==> src/rtl/round_ctrl.sv <==
// Game-round sequencer: filters the slow-domain countdown/progress values, sequences
// arm/ready/play/win/timeout, and drives the progress bar, flags and saturating score.
module round_ctrl #(
  parameter int unsigned ARM_CYCLES = 4,
  parameter int unsigned BAR_W      = 10,
  parameter int unsigned SCORE_W    = 8
) (
  input  logic               clk,
  input  logic               resetn,
  input  logic               start,
  input  logic               guess_valid,
  input  logic               guess_correct,
  input  logic [2:0]         countdown,
  input  logic [4:0]         progress,
  output logic               timer_resetn,
  output logic [2:0]         state,
  output logic [BAR_W-1:0]   led_bar,
  output logic               win,
  output logic               timeout,
  output logic [SCORE_W-1:0] score
);

  localparam logic [2:0] StIdle    = 3'd0;
  localparam logic [2:0] StArm     = 3'd1;
  localparam logic [2:0] StReady   = 3'd2;
  localparam logic [2:0] StPlay    = 3'd3;
  localparam logic [2:0] StWin     = 3'd4;
  localparam logic [2:0] StTimeout = 3'd5;

  localparam int unsigned CntW = $clog2(ARM_CYCLES) + 2;

  logic [2:0]         cd_s1_q, cd_s2_q, cd_filt_q, cd_filt_d;
  logic [4:0]         pg_s1_q, pg_s2_q, pg_filt_q, pg_filt_d;
  logic [2:0]         state_q, state_d;
  logic [CntW-1:0]    cnt_q, cnt_d;
  logic [SCORE_W-1:0] score_q, score_d;
  logic [BAR_W-1:0]   led_q, led_d, therm;
  logic               win_q, win_d, timeout_q, timeout_d, tr_q, tr_d;

  // Filters only accept a value seen on two consecutive samples; ARM preloads the
  // values the downcounters reset to so a stale 0 cannot end READY early.
  always_comb begin
    cd_filt_d = cd_filt_q;
    pg_filt_d = pg_filt_q;
    if (state_q == StArm) begin
      cd_filt_d = 3'd5;
      pg_filt_d = 5'(BAR_W);
    end else begin
      if (cd_s1_q == cd_s2_q) cd_filt_d = cd_s2_q;
      if (pg_s1_q == pg_s2_q) pg_filt_d = pg_s2_q;
    end
  end

  always_comb begin
    state_d = state_q;
    score_d = score_q;
    case (state_q)
      StIdle:    if (start) state_d = StArm;
      StArm:     if (cnt_q == CntW'(ARM_CYCLES - 1)) state_d = StReady;
      StReady:   if (cnt_q >= CntW'(2) && cd_filt_q == 3'd0) state_d = StPlay;
      StPlay: begin
        if (guess_valid && guess_correct) begin
          state_d = StWin;
          if (score_q != '1) score_d = score_q + 1'b1;
        end else if (pg_filt_q == 5'd0) begin
          state_d = StTimeout;
        end
      end
      StWin, StTimeout: if (start) state_d = StArm;
      default:   state_d = StIdle;
    endcase
  end

  // Dwell counter restarts on every state change and saturates.
  always_comb begin
    if (state_d != state_q) cnt_d = '0;
    else if (cnt_q != '1)   cnt_d = cnt_q + 1'b1;
    else                    cnt_d = cnt_q;
  end

  always_comb begin
    for (int i = 0; i < int'(BAR_W); i++) therm[i] = (int'(pg_filt_q) > i);
  end

  always_comb begin
    led_d = '0;
    case (state_q)
      StReady: led_d = '1;
      StPlay:  led_d = therm;
      StWin:   led_d = led_q;
      default: led_d = '0;
    endcase
    win_d     = (state_q == StWin);
    timeout_d = (state_q == StTimeout);
    tr_d      = (state_q == StReady) || (state_q == StPlay) ||
                (state_q == StWin)   || (state_q == StTimeout);
  end

  always_ff @(posedge clk or negedge resetn) begin
    if (!resetn) begin
      cd_s1_q   <= '0;
      cd_s2_q   <= '0;
      cd_filt_q <= '0;
      pg_s1_q   <= '0;
      pg_s2_q   <= '0;
      pg_filt_q <= '0;
      state_q   <= StIdle;
      cnt_q     <= '0;
      score_q   <= '0;
      led_q     <= '0;
      win_q     <= 1'b0;
      timeout_q <= 1'b0;
      tr_q      <= 1'b0;
    end else begin
      cd_s1_q   <= countdown;
      cd_s2_q   <= cd_s1_q;
      cd_filt_q <= cd_filt_d;
      pg_s1_q   <= progress;
      pg_s2_q   <= pg_s1_q;
      pg_filt_q <= pg_filt_d;
      state_q   <= state_d;
      cnt_q     <= cnt_d;
      score_q   <= score_d;
      led_q     <= led_d;
      win_q     <= win_d;
      timeout_q <= timeout_d;
      tr_q      <= tr_d;
    end
  end

  assign state        = state_q;
  assign score        = score_q;
  assign led_bar      = led_q;
  assign win          = win_q;
  assign timeout      = timeout_q;
  assign timer_resetn = tr_q;

endmodule
==> config.mk <==
export PLATFORM = sky130hd
export DESIGN_NAME = round_ctrl
export DESIGN_NICKNAME = d
export VERILOG_FILES = /design/src/rtl/round_ctrl.sv
export SDC_FILE = /design/constraint.sdc
export NUM_CORES = 1
export LEC_CHECK = 0
export CAP_MARGIN = 20
export CORE_MARGIN = 4
export CORE_UTILIZATION = 45
export CTS_CLUSTER_DIAMETER = 120
export DETAILED_ROUTE_END_ITERATION = 10
export GPL_TIMING_DRIVEN = 0
export PLACE_DENSITY = 0.69
export REMOVE_ABC_BUFFERS = 1
export SLEW_MARGIN = 25
export SYNTH_ARGS = -nofsm -noshare
export SYNTH_HDL_FRONTEND = slang
export SYNTH_SLANG_ARGS = --single-unit
==> constraint.sdc <==
create_clock -name clk -period 3.2 [get_ports clk]
set_clock_uncertainty 0.05 [all_clocks]
set_input_delay 0.48 -clock clk [delete_from_list [all_inputs] [get_ports clk]]
set_output_delay 0.48 -clock clk [all_outputs]
set_load 0.03 [all_outputs]
Word level (Yosys, flattened, before mapping)
Cells that the tools add are included.
{ "word_totals": {"word_cells": 63, "register_bits": 52, "in_bits": 13} }
{ "op_classes": {"reduce_logical": 13, "mux": 13, "order_cmp": 11, "add_sub_neg": 2, "eq_ne": 11} }
{ "ops": {"columns": ["cell", "count"], "rows": [
  ["10-bit one-hot mux with 3 select lines", 1],
  ["3-bit 2-to-1 mux", 7],
  ["5-bit by 3-bit greater-than comparator with 1-bit output (second input constant)", 4],
  ["3-bit one-hot mux with 4 select lines", 1],
  ["5-bit by 1-bit greater-than comparator with 1-bit output (second input constant)", 2],
  ["5-bit by 2-bit greater-than comparator with 1-bit output (second input constant)", 2],
  ["5-bit by 4-bit greater-than comparator with 1-bit output (second input constant)", 2],
  ["5-bit 2-to-1 mux", 2],
  ["8-bit by 1-bit adder with 8-bit output (second input constant)", 1],
  ["4-bit 2-to-1 mux", 2],
  ["8-bit inequality test (second input constant)", 1],
  ["3-bit by 2-bit equality test with 1-bit output (second input constant)", 2],
  ["3-bit equality test (second input constant)", 2],
  ["3-bit logical NOT", 2],
  ["2-bit nonzero test", 3],
  ["5-bit equality test", 1],
  ["5-bit logical NOT", 1],
  ["4-bit by 1-bit adder with 4-bit output (second input constant)", 1],
  ["4-bit by 2-bit equality test with 1-bit output (second input constant)", 1],
  ["4-bit by 2-bit greater-or-equal comparator with 1-bit output (second input constant)", 1],
  ["4-bit inequality test (second input constant)", 1],
  ["3-bit by 1-bit equality test with 1-bit output (second input constant)", 1],
  ["3-bit equality test", 1],
  ["1-bit logical OR", 3],
  ["4 further kinds", 5]
]} }

Depth between registers and ports, before layout
{ "depth": {"word_depth": 6, "depth_mapped": 7, "depth_no_buf": 6} }

Least setup slack after synthesis
No wires, ideal clock.
{ "synth_path": {"path_kind": "register -> register", "startpoint": "register state_q[1] (netlist: state[1])", "endpoint": "register cnt_q[1]", "arrival_time_ps": 1836, "stages_incl_launch_ff": 8, "path_slack_ps": 1203, "path_cell_list": "dfrtp_1 > buf_4 > inv_1 > ha_1 > nor2b_1 > o21ai_0 > or3b_4 > a2111oi_2"} }
{ "synth_between": {"elab_chain_cells": 5} }
{ "synth_rtl": {"columns": ["item", "line_no", "rtl"], "rows": [
  ["from (decl)", "34", "logic [2:0] state_q, state_d;"],
  ["from (signal assigned)", "107", "state_q <= StIdle;"],
  ["from (signal assigned)", "121", "state_q <= state_d;"],
  ["3-bit equality test, or another cell as far along", "57", "case (state_q)"],
  ["3-bit OR reduction (no source line) / 3-bit 2-to-1 mux (equally long branches)", null, null],
  ["3-bit one-hot mux with 4 select lines", "57", null],
  ["3-bit inequality test *", "76", "if (state_d != state_q) cnt_d = '0;"],
  ["4-bit 2-to-1 mux / 2-bit nonzero test (equally long branches)", null, null],
  ["to (signal assigned)", "122", "cnt_q <= cnt_d;"],
  ["to (decl)", "35", "logic [CntW-1:0] cnt_q, cnt_d;"]
]} }
Mark *: on every way between the ends. The rest lies on a longest branch, timed or not.
A chain may end at the register's enable or synchronous reset.

Final worst setup path
{ "layout_path": {"startpoint": "register state_q[0] (netlist: state[0])", "endpoint": "output state[0]"} }
{ "layout_rtl": {"columns": ["item", "line_no", "rtl"], "rows": [
  ["to (decl)", "16", "output logic [2:0] state,"]
]} }
No word-level cell between the ends.

==> impl_metrics.xml <==
<?xml version="1.0" encoding="UTF-8"?>
<metrics>
  <group name="clock_network">
    <metric name="cts_tree" unit="">done</metric>
    <metric name="clock-sinks" unit="">52</metric>
    <metric name="clk-insertion-delay-late" unit="ns">0.30</metric>
    <metric name="ctsHoldBuffers" unit="">0</metric>
    <metric name="cts.reportedPaths.clkPinSlew" unit="ns">0.09</metric>
    <metric name="clock_tree.buffer_depth" unit="">2</metric>
    <metric name="post_cts_resized" unit="">0</metric>
    <metric name="tritoncts.num_buffers" unit="">5</metric>
    <metric name="postCtsSetupRepairBufs" unit="">0</metric>
    <metric name="htree_num_levels" unit="">2</metric>
    <metric name="clock-root-buffer" unit="">sky130_fd_sc_hd__clkbuf_8</metric>
  </group>
  <group name="sta">
    <metric name="layout_worst_path_cycle_share" unit="%">74.3</metric>
    <metric name="fmax" unit="GHz">0.421</metric>
    <metric name="timing.final.hold_violations" unit="">0</metric>
    <metric name="final.setup.worst_slack" unit="ns">0.823</metric>
    <metric name="report.final.setup_viol" unit="">0</metric>
    <metric name="setup_total_negative_slack" unit="ns">0</metric>
    <metric name="slew-limit-headroom" unit="%">58.3</metric>
    <metric name="period_needed" unit="ns">2.38</metric>
    <metric name="slew_viol_final" unit="">0</metric>
    <metric name="max_slew.worst_pin.slew" unit="ns">0.626</metric>
    <metric name="grt_setup_unrepaired" unit="">no</metric>
  </group>
  <group name="floorplan">
    <metric name="die_w" unit="µm">79.1</metric>
    <metric name="standard_cell_rows" unit="">25</metric>
    <metric name="dieArea" unit="mm²">0.00625</metric>
    <metric name="die-height" unit="µm">79.1</metric>
    <metric name="std_cell_core_area" unit="mm²">0.00482</metric>
    <metric name="initial_core_util" unit="%">47.2</metric>
    <metric name="ios" unit="">37</metric>
  </group>
  <group name="final_layout">
    <metric name="layout.nets" unit="">255</metric>
    <metric name="synthToLayoutAreaGrowth" unit="%">22.1</metric>
    <metric name="num_antenna_cells" unit="">0</metric>
    <metric name="fillCellCount" unit="">427</metric>
    <metric name="final_design_area_excluding_fillers" unit="mm²">0.00278</metric>
    <metric name="final_layout_size_suffix_gt1_share" unit="%">8.44</metric>
  </group>
  <group name="place">
    <metric name="placement.setup.worst_slack" unit="ns">1.00</metric>
    <metric name="port-buffer-count" unit="">36</metric>
    <metric name="globalplace.congestion" unit="">0.768</metric>
    <metric name="detailed_place_hpwl" unit="µm">2740</metric>
    <metric name="placed_area" unit="mm²">0.00268</metric>
  </group>
  <group name="global_routing">
    <metric name="grtUsageTotal" unit="%">13.8</metric>
    <metric name="grt_first_pass_wirelength" unit="µm">6800</metric>
    <metric name="grt_overflow" unit="">0</metric>
    <metric name="grt_pass1_vias" unit="">1494</metric>
    <metric name="maximum_number_of_pins_on_one_net_before_global_route_repair" unit="">53</metric>
    <metric name="grt_antenna_before_repair" unit="">0</metric>
  </group>
  <group name="synthesis">
    <metric name="synth.top_cells.by_area" unit="">sky130_fd_sc_hd__dfrtp_1 57%, sky130_fd_sc_hd__xnor2_1 4.6%, sky130_fd_sc_hd__a21oi_1 3.5%</metric>
    <metric name="syn_area_per_cell" unit="µm²">11.5</metric>
    <metric name="synth.area.mux_share" unit="%">0.496</metric>
    <metric name="ffs_latches_synth" unit="">52</metric>
    <metric name="syn_inst_count" unit="">198</metric>
    <metric name="synth_adder_area_share" unit="%">3.30</metric>
    <metric name="post_synthesis_simple_gate_area_fraction" unit="%">14.9</metric>
    <metric name="number_of_synthesized_flops_with_an_enable_pin" unit="">0</metric>
    <metric name="async_reset_ff_share" unit="%">100</metric>
    <metric name="syn_std_cell_area" unit="mm²">0.00227</metric>
    <metric name="post-synth-top-area-fraction" unit="%">57.3</metric>
    <metric name="ys_seq_area_share" unit="%">57.3</metric>
    <metric name="synth_compound_area_share" unit="%">14.5</metric>
    <metric name="synth_top_flop_cell" unit="">sky130_fd_sc_hd__dfrtp_1</metric>
    <metric name="synth.distinct_cells" unit="">45</metric>
    <metric name="yosysWarningCount" unit="">0</metric>
    <metric name="synth.most_common_cell" unit="">sky130_fd_sc_hd__dfrtp_1</metric>
    <metric name="synth_top_family_by_area" unit="">simple AND/OR/NAND/NOR gates</metric>
    <metric name="synth_top_cells_by_count" unit="">52 x sky130_fd_sc_hd__dfrtp_1, 16 x sky130_fd_sc_hd__a21oi_1, 15 x sky130_fd_sc_hd__nand2_1</metric>
    <metric name="synth_xor_xnor_area_share" unit="%">6.88</metric>
    <metric name="synth_top_area_cell" unit="">sky130_fd_sc_hd__dfrtp_1</metric>
  </group>
  <group name="setup_path">
    <metric name="timing_worst_setup_path_type" unit="">flip-flop to output pin</metric>
    <metric name="cp_top_family" unit="">buffers and inverters</metric>
    <metric name="worst-path-stages" unit="">1</metric>
    <metric name="critical_path_buf_inv_count" unit="">1</metric>
    <metric name="crit_path_top_delay_cell" unit="">sky130_fd_sc_hd__clkdlybuf4s50_1</metric>
    <metric name="timing.reg2reg.worst_path_depth" unit="">5</metric>
    <metric name="cp_max_fo" unit="">18</metric>
    <metric name="cells_along_the_critical_path" unit="">clkdlybuf4s50_1</metric>
    <metric name="cp-start-kind" unit="">flip-flop</metric>
    <metric name="timing.critical_path.arrival" unit="ns">1.85</metric>
    <metric name="cp_slowest_stage_delay" unit="ns">0.79</metric>
    <metric name="end_kind" unit="">output pin</metric>
    <metric name="worst_ep_required_time" unit="ns">2.67</metric>
  </group>
  <group name="flow_run">
    <metric name="cap_violations" unit="">0</metric>
  </group>
  <group name="route">
    <metric name="routed_wirelength" unit="µm">3890</metric>
    <metric name="remaining_drc_errors" unit="">0</metric>
    <metric name="detail-route-antenna-nets" unit="">0</metric>
    <metric name="wire_per_inst" unit="µm">12.8</metric>
    <metric name="drt_iter0_markers" unit="">71</metric>
    <metric name="vias" unit="">1559</metric>
    <metric name="vias_per_cell" unit="">5.13</metric>
    <metric name="drt_pass1_iterations" unit="">4</metric>
  </group>
  <group name="power_and_ir_drop">
    <metric name="totalPowerFinal" unit="mW">1.80</metric>
    <metric name="vdd.ir_drop.worst" unit="mV">0.418</metric>
    <metric name="cellLeakagePower" unit="nW">1.16</metric>
    <metric name="power.density_cell_area" unit="mW/mm²">648</metric>
  </group>
  <group name="run_status">
    <metric name="run_status" unit="">finished clean</metric>
  </group>
  <group name="hold_path">
    <metric name="hold_path_class" unit="">primary input to asynchronous set/reset pin</metric>
  </group>
</metrics>
where the power goes:
part / total, mW / internal, mW / switching (mW)
Combinational: 0.552 / 0.248 / 0.303
Sequential: 0.870 / 0.743 / 0.126
Clock: 0.378 / 0.176 / 0.203
Total: 1.80 / 1.17 / 0.632
cell type report:
class / instances / area (µm²) / share of cell area [%]
flip-flops and latches: 52 / 1300 / 46.9
repair buffers: 36 / 358 / 12.9
inverters: 7 / 26.3 / 0.947
clock buffers: 7 / 86.3 / 3.11
multi-input cells: 134 / 912 / 32.9
clock inverters: 1 / 7.51 / 0.271
well taps: 67 / 83.8 / 3.02
cell families after synthesis:
group	count (synthesis)
AND/OR/NAND/NOR	61
multiplexers	1
flip-flops	52
AO/OA/AOI/OAI	49
buffers and inverters	12
adder cells (fa/ha/maj)	6
XOR/XNOR	17
registers in the layout (all words and copies together), names as in the netlist:
register and cells:
led_bar 10, pg_s2_q 5, score 8, state 3
pg_filt_q 5, pg_s1_q 5, cd_filt_q 3, timeout 1
win 1, cd_s2_q 3, cd_s1_q 3, timer_resetn 1
cnt_q 4
metal layers:
layer | GRT usage (%) | part of all wire (%) | up-vias
met1 | 18.1 | 47 | 728
met2 | 22.2 | 46 | 36
met3 | 3.29 | 4.3 | 8
met5 | 0 | 0 | -
met4 | 5.50 | 1.9 | 0
li1 | - | - | 787
worst paths after layout:
| kind | from | end | slack, ns |
|---|---|---|---|
| worst max-delay path | state[0] | state[0] | 0.82 |
| worst min-delay path | resetn | cd_s1_q[0] | 0.15 |
| worst max register to register | state[0] | cnt_q[3] | 1.06 |
| worst min register to register | cd_s1_q[2] | cd_s2_q[2] | 0.35 |
| max in group asynchronous | resetn | cnt_q[3] | 2.55 |
| min in group clk | cd_s1_q[2] | cd_s2_q[2] | 0.35 |
stage by stage:
step | hold slack (ns) | util, % | cells
CTS | 0.166 | 57.6 | 304
detailed placement | 0.335 | 55.7 | 296
finish | 0.149 | 57.6 | 304
floorplan | 0.134 | - | 193
global placement | 0.334 | 55.7 | 296
global route | 0.198 | 57.6 | 304
cells in the final DEF, fill, tap and decap left out, types with 3 or more instances in the layout:
cell type and n:
sky130_fd_sc_hd__dfrtp_1 52, sky130_fd_sc_hd__clkdlybuf4s50_1 35, sky130_fd_sc_hd__a21oi_1 16, sky130_fd_sc_hd__nand2_1 15
sky130_fd_sc_hd__o21ai_0 13, sky130_fd_sc_hd__xnor2_1 12, sky130_fd_sc_hd__nor2_1 10, sky130_fd_sc_hd__nand3_1 8
sky130_fd_sc_hd__inv_1 7, sky130_fd_sc_hd__ha_1 6, sky130_fd_sc_hd__clkbuf_8 6, sky130_fd_sc_hd__xor2_1 4
sky130_fd_sc_hd__nor4_1 3, sky130_fd_sc_hd__nor3_1 3, sky130_fd_sc_hd__o21a_1 3, sky130_fd_sc_hd__o22ai_1 3
sky130_fd_sc_hd__and2_1 3
(Power assumes the default switching activity.)
